===== config.mk =====
export PLATFORM = sky130hd
export DESIGN_NAME = mem_arbiter
export DESIGN_NICKNAME = d
export VERILOG_FILES = /design/src/rtl/mem_arbiter.sv
export SDC_FILE = /design/constraint.sdc
export NUM_CORES = 1
export LEC_CHECK = 0
export ABC_CLOCK_PERIOD_IN_PS = 1900
export BUFFER_PORTS_ARGS = -buffer_cell sky130_fd_sc_hd__buf_2
export CAP_MARGIN = 20
export CELL_PAD_IN_SITES_DETAIL_PLACEMENT = 1
export CELL_PAD_IN_SITES_GLOBAL_PLACEMENT = 2
export CORE_MARGIN = 3
export CORE_UTILIZATION = 10
export DETAILED_ROUTE_END_ITERATION = 8
export PLACE_DENSITY = 0.86
export SETUP_SLACK_MARGIN = 0.5
export SLEW_MARGIN = 0
export SYNTH_ARGS = -nofsm -noshare
export SYNTH_HDL_FRONTEND = slang
export SYNTH_SLANG_ARGS = --single-unit

===== constraint.sdc =====
create_clock -name clk -period 1.9 [get_ports clk]
set_input_delay 0.285 -clock clk [delete_from_list [all_inputs] [get_ports clk]]
set_output_delay 0.285 -clock clk [all_outputs]
set_load 0.005 [all_outputs]

===== src/rtl/mem_arbiter.sv =====
// Two-master arbiter for a single-ported data RAM.
// Grants are round-robin on ties, and a holder is pre-empted after MAX_BURST acked cycles while contended.
module mem_arbiter #(
    parameter int MAX_BURST = 4
) (
    input  logic        clk,
    input  logic        rst,
    input  logic        m0_req,
    input  logic        m0_we,
    input  logic [31:0] m0_addr,
    input  logic [3:0]  m0_sel,
    input  logic [31:0] m0_wdata,
    output logic [31:0] m0_rdata,
    output logic        m0_ack,
    output logic        m0_stall,
    input  logic        m1_req,
    input  logic        m1_we,
    input  logic [31:0] m1_addr,
    input  logic [3:0]  m1_sel,
    input  logic [31:0] m1_wdata,
    output logic [31:0] m1_rdata,
    output logic        m1_ack,
    output logic        ram_ce,
    output logic        ram_we,
    output logic [31:0] ram_addr,
    output logic [3:0]  ram_sel,
    output logic [31:0] ram_wdata,
    input  logic [31:0] ram_rdata,
    output logic [1:0]  dbg_owner_o
);

    typedef enum logic [1:0] {
        IDLE = 2'd0,
        OWN0 = 2'd1,
        OWN1 = 2'd2
    } owner_t;

    localparam int CW = $clog2(MAX_BURST) + 1;
    localparam logic [CW-1:0] CNT_MAX = CW'(MAX_BURST);

    owner_t        owner_q;
    logic          last_q;   // 0: master 0 held the grant last, 1: master 1
    logic [CW-1:0] cnt_q;
    logic [CW-1:0] cnt_d;
    logic          burst_done;

    // Saturating increment; hitting the cap also covers an owner that ran uncontended past MAX_BURST.
    assign cnt_d      = (cnt_q >= CNT_MAX) ? CNT_MAX : cnt_q + 1'b1;
    assign burst_done = (cnt_d == CNT_MAX);

    always_ff @(posedge clk or negedge rst) begin
        if (!rst) begin
            owner_q <= IDLE;
            last_q  <= 1'b1;
            cnt_q   <= '0;
        end else begin
            case (owner_q)
                IDLE: begin
                    cnt_q <= '0;
                    if (m0_req && (!m1_req || last_q)) begin
                        owner_q <= OWN0;
                    end else if (m1_req) begin
                        owner_q <= OWN1;
                    end
                end
                OWN0: begin
                    if (m0_req) begin
                        if (m1_req && burst_done) begin
                            owner_q <= OWN1;
                            last_q  <= 1'b0;
                            cnt_q   <= '0;
                        end else begin
                            cnt_q <= cnt_d;
                        end
                    end else begin
                        owner_q <= m1_req ? OWN1 : IDLE;
                        last_q  <= 1'b0;
                        cnt_q   <= '0;
                    end
                end
                OWN1: begin
                    if (m1_req) begin
                        if (m0_req && burst_done) begin
                            owner_q <= OWN0;
                            last_q  <= 1'b1;
                            cnt_q   <= '0;
                        end else begin
                            cnt_q <= cnt_d;
                        end
                    end else begin
                        owner_q <= m0_req ? OWN0 : IDLE;
                        last_q  <= 1'b1;
                        cnt_q   <= '0;
                    end
                end
                default: begin
                    owner_q <= IDLE;
                    cnt_q   <= '0;
                end
            endcase
        end
    end

    assign m0_ack      = (owner_q == OWN0) && m0_req;
    assign m1_ack      = (owner_q == OWN1) && m1_req;
    assign m0_stall    = m0_req && !m0_ack;
    assign m0_rdata    = (owner_q == OWN0) ? ram_rdata : 32'h0;
    assign m1_rdata    = (owner_q == OWN1) ? ram_rdata : 32'h0;
    assign dbg_owner_o = owner_q;

    // The RAM port is quiet unless the owner is actually requesting this cycle.
    always_comb begin
        ram_ce    = 1'b0;
        ram_we    = 1'b0;
        ram_addr  = 32'h0;
        ram_sel   = 4'h0;
        ram_wdata = 32'h0;
        if (m0_ack) begin
            ram_ce    = 1'b1;
            ram_we    = m0_we;
            ram_addr  = m0_addr;
            ram_sel   = m0_sel;
            ram_wdata = m0_wdata;
        end else if (m1_ack) begin
            ram_ce    = 1'b1;
            ram_we    = m1_we;
            ram_addr  = m1_addr;
            ram_sel   = m1_sel;
            ram_wdata = m1_wdata;
        end
    end

endmodule


==> Word-level counts from Yosys, hierarchy flattened <==
Cells that the tools add are included.
{ "word_totals": {"elab_cells": 56, "regBits": 6, "in_bits": 174} }
{ "op_classes": {"reduce_logical": 13, "n_mux": 32, "order_cmp": 1, "n_addsub": 1, "n_eq_ne": 6} }
{ "op_table": {"columns": ["cell", "n"], "rows": [
  ["32-bit two-way mux", 6],
  ["3-bit two-way mux", 5],
  ["2-bit two-way mux", 7],
  ["1-bit two-way mux", 9],
  ["3-bit inequality test (second input constant)", 3],
  ["4-bit two-way mux", 2],
  ["1-bit logical AND", 6],
  ["2-bit one-hot mux with 3 select lines", 1],
  ["3-bit one-hot mux with 2 select lines", 1],
  ["3-bit AND reduction", 2],
  ["3-bit by 1-bit adder with 3-bit output (second input constant)", 1],
  ["3-bit == test (second input constant)", 1],
  ["3-bit greater-or-equal comparator (second input constant)", 1],
  ["2-bit by 1-bit == test with 1-bit output (second input constant)", 1],
  ["2-bit == test (second input constant)", 1],
  ["1-bit zero test", 2],
  ["2-bit zero test", 1],
  ["1-bit one-hot mux with 2 select lines", 1],
  ["2-bit nonzero test", 1],
  ["1-bit logical OR", 1]
]} }

==> Depth between registers and ports, before layout <==
{ "depth": {"word_depth": 7, "ltp_mapped": 8, "ltp_nobuf": 7} }

==> Worst setup path after synthesis <==
Ideal clock, no wire load.
{ "synth_path": {"path_kind": "reg-to-output", "start": "reg owner_q[1] (netlist: dbg_owner_o[1])", "end": "out ram_addr[21]", "t_arrival_ps": 1519, "slack_ps": 96, "path_stages_with_launch": 9, "cell_sequence": "dfrtp_1 -> inv_1 -> ha_1 -> and2_4 -> buf_6 -> nor2_4 -> buf_6 -> buf_6 -> a22o_1"} }
{ "synth_via": {"elab_chain_len": 4, "word_cells_on_any_way": 6, "classes_between": "2 x eq/ne; 2 x mux; 2 x reduce/logical"} }
{ "synth_rtl": {"columns": ["item", "line_no", "source"], "rows": [
  ["from (decl)", "41", "owner_t owner_q;"],
  ["from (signal assigned)", "76", "owner_q <= m1_req ? OWN1 : IDLE;"],
  ["from (signal assigned)", "91", "owner_q <= m0_req ? OWN0 : IDLE;"],
  ["2-bit == test", "105", "assign m1_ack = (owner_q == OWN1) && m1_req;"],
  ["1-bit logical AND", "105", null],
  ["32-bit two-way mux", "124", "end else if (m1_ack) begin"],
  ["32-bit two-way mux *", "118", "if (m0_ack) begin"],
  ["to (decl)", "25", "output logic [31:0] ram_addr,"]
]} }
Mark *: on every way between the ends. The rest lies on a longest branch, timed or not.

==> Final worst setup path <==
{ "layout_path": {"start": "reg owner_q[1] (netlist: dbg_owner_o[1])", "end": "out ram_wdata[3]"} }
{ "layout_via": {"elab_chain_len": 4, "word_cells_on_any_way": 6, "classes_between": "2 x eq/ne; 2 x mux; 2 x reduce/logical"} }
{ "layout_rtl": {"columns": ["item", "line_no", "source"], "rows": [
  ["2-bit == test", "105", null],
  ["1-bit logical AND", "105", null],
  ["32-bit two-way mux", "124", null],
  ["32-bit two-way mux *", "118", null],
  ["to (decl)", "27", "output logic [31:0] ram_wdata,"]
]} }
Marked as above.

==> out/results.tsv <==
stage	metric	value	unit
run_status	status	complete, but fails checks	
run_status	violations	negative setup slack	
placement	io_buffers	312	
logic_synthesis	synthTopCellsByCount	a22o_1 (70), and2_1 (64), buf_2 (12)	
clock_tree	cts_sinks	6	
global_routing	grt_pass1_wl	19400	um
critical_path	critPathKind	reg -> out	
logic_synthesis	async_reset_ff_share	100	%
floorplanning	initial_core_util	10.3	%
logic_synthesis	synth-edff-count	0	
logic_synthesis	synthFlopType	dfrtp_1	
layout	instances_no_fill	765	
critical_path	path_delay_family	buffers and inverters	
floorplanning	die_w	132	um
logic_synthesis	ys_seq_area_share	9.60	%
sta	rsz0062_at_grt	yes	
clock_tree	clock_latency	0.23	ns
sta	fin_crit_sh	111	%
detailed_routing	num_vias	3175	
clock_tree	clkTransAtPathRegs	0.04	ns
sta	worst_slew_pin_slew	0.305	ns
sta	fmax	0.474	GHz
clock_tree	cts_buffers	3	
logic_synthesis	syn_nets	379	
layout	nNetsFinal	735	
sta	period_minus_slack	2.11	ns
critical_path	crit_required	1.62	ns
logic_synthesis	synth_top_area_cell	a22o_1	
detailed_routing	drt_iter0_drc	102	
sta	layout_setup_ws	-0.210	ns
logic_synthesis	ys_ff_latch	6	
floorplanning	pin_count	313	
logic_synthesis	yosysMostFrequentCell	a22o_1	
sta	finClkSkew	0.00413	ns
detailed_routing	wl_per_cell	19.3	um
flow_run	drv_cap	0	
power_and_ir_drop	power.density	1050	mW/mm^2
floorplanning	die_h	132	um
critical_path	worst-path-buf-inv	5	
logic_synthesis	synth_top_cell_area_share	38.9	%
placement	dpl_cell_area	0.00349	mm^2
global_routing	grt_start_max_net_pins	36	
layout	final_area	0.00465	mm^2
clock_tree	clockBufferDepth	2	
logic_synthesis	synth_area_per_cell	7.93	um^2
layout	fin_util	30.4	%
sta	timing.hold.ws	0.452	ns
clock_tree	cts_tree	yes	
clock_tree	cts_max_level	1	
logic_synthesis	yosysWarnings	0	
placement	dpl.cell_count	721	
detailed_routing	route.detailed.drc	0	
critical_path	cpMaxStageDelayCell	dfrtp_1	
critical_path	reg2reg_depth	8	
detailed_routing	wl	14800	um
global_routing	antenna_found_initial	1	
sta	slew_violations	0	
floorplanning	fp-row-count	45	
global_routing	grt_pass1_vias	3236	
critical_path	worstPathArrival	1.82	ns
global_routing	overflow	0	
detailed_routing	dr.pass1.iters	4	
min_path	min_path_type	in -> async	
floorplanning	die_area	0.0173	mm^2
floorplanning	core-area	0.0153	mm^2
sta	finalSetupViolations	81	
power_and_ir_drop	irDropWorstVdd	0.408	mV
critical_path	crit_path_start_kind	register	
sta	hold_viol_final	0	
critical_path	crit_chain	inv_2 -> ha_4 -> and2_4 -> nor2_4 -> buf_12 -> buf_4 -> buf_6 -> a22o_1 -> buf_2	
sta	setup_tns	-9.97	ns
logic_synthesis	synth_cell_types	30	
placement	place.gp.congestion	0.844	
logic_synthesis	synth.top_cells.by_area	a22o_1 (39%), and2_1 (25%), dfrtp_1 (7.9%)	
layout	synthToLayoutAreaGrowth	195	%
power_and_ir_drop	finalPower	4.90	mW
logic_synthesis	syn_inst	199	
layout	num_antenna_cells	0	
global_routing	grt_use_total	14.0	%
sta	slew_headroom	79.6	%
detailed_routing	via_per_inst	4.15	
clock_tree	root_buffer	clkbuf_16	
critical_path	slowest_delay	0.42	ns
placement	dp_hpwl	10600	um
power_and_ir_drop	cellLeakagePower	2.64	nW
critical_path	crit_cells	9	
critical_path	crit_fanout	7	
critical_path	endpoint_kind	output pin	
logic_synthesis	netlist_area	0.00158	mm^2
placement	place_ws	0.0496	ns
layout	drive_gt1_share	78.7	%
detailed_routing	ant_nets	0	
-- worst reg2reg max path, stage by stage (launching register included) --
cell and delay [ns]:
dfrtp_1 0.42, inv_2 0.08, ha_4 0.16, and2_4 0.15, buf_12 0.15, buf_6 0.13, a22oi_4 0.17, a2bb2oi_4 0.20
mux2_4 0.31
-- metal layers --
metal,wire length [um],vias up,track usage [%]
li1,-,1448,-
met1,5950,1505,17.3
met2,7500,214,25.4
met3,1230,6,3.75
met4,61,2,1.23
met5,13,-,0
-- worst paths after layout --
path,from,to,slack [ns]
worst max-delay path,dbg_owner_o[1],ram_wdata[3],-0.21
worst min-delay path,rst,dbg_owner_o[1],0.45
worst max register to register,dbg_owner_o[1],dbg_owner_o[0],0.02
worst min register to register,cnt_q[0],cnt_q[0],0.50
max in group asynchronous,rst,last_q,1.21
min in group clk,cnt_q[0],cnt_q[0],0.50
-- what timing repair did --
action / 4_1_cts / 5_1_grt
buffers inserted: 16 / 10
endpoints found under the hold margin: 5 / 0
gates cloned: 4 / 9
pin swaps: 15 / 5
resized for setup: 29 / 110
endpoints found under the setup margin: 143 / 143
hold buffers: 1 / 0
-- logic make-up after synthesis --
family | synth area share (%)
AND/OR/NAND/NOR | 32.4
AO/OA/AOI/OAI | 43.1
adder cells (fa/ha/maj) | 4.76
flip-flops | 9.60
multiplexers | 1.59
buffers and inverters | 8.56
-- placed cells by master (no fill, tap or decap), drive strengths merged --
cell type,n
a21boi,1
a21oi,1
a22o,70
a22oi,1
a2bb2oi,1
and2,65
and4b,1
buf,365
clkbuf,10
dfrtp,5
dfstp,1
dlygate4sd3,1
ha,6
inv,5
mux2,1
mux2i,1
nand2,3
nand2b,2
nand4,1
nor2,5
nor2b,2
nor3,1
nor4bb,1
o21ai,2
o21bai,1
or2,1
-- where the power goes --
| group | leakage [nW] | switching (mW) | internal [mW] | total, mW |
|---|---|---|---|---|
| registers | 0.0760 | 0.0422 | 0.178 | 0.220 |
| logic | 2.53 | 1.69 | 2.63 | 4.32 |
| clock network | 0.0382 | 0.0743 | 0.279 | 0.353 |
| total | 2.64 | 1.81 | 3.08 | 4.90 |
-- state kept, by name, summed over array words and instances, names as in the netlist --
name	count
cnt_q	3
dbg_owner_o	2
last_q	1
-- area by class of cell --
| class | count | area, um^2 |
|---|---|---|
| clock buffers | 4 | 78.8 |
| well taps | 211 | 264 |
| multi-input cells | 167 | 1460 |
| inverters | 5 | 21.3 |
| fillers | 1901 | 10700 |
| flip-flops and latches | 6 | 153 |
| repair buffers | 372 | 2680 |
(Power assumes the default switching activity.)
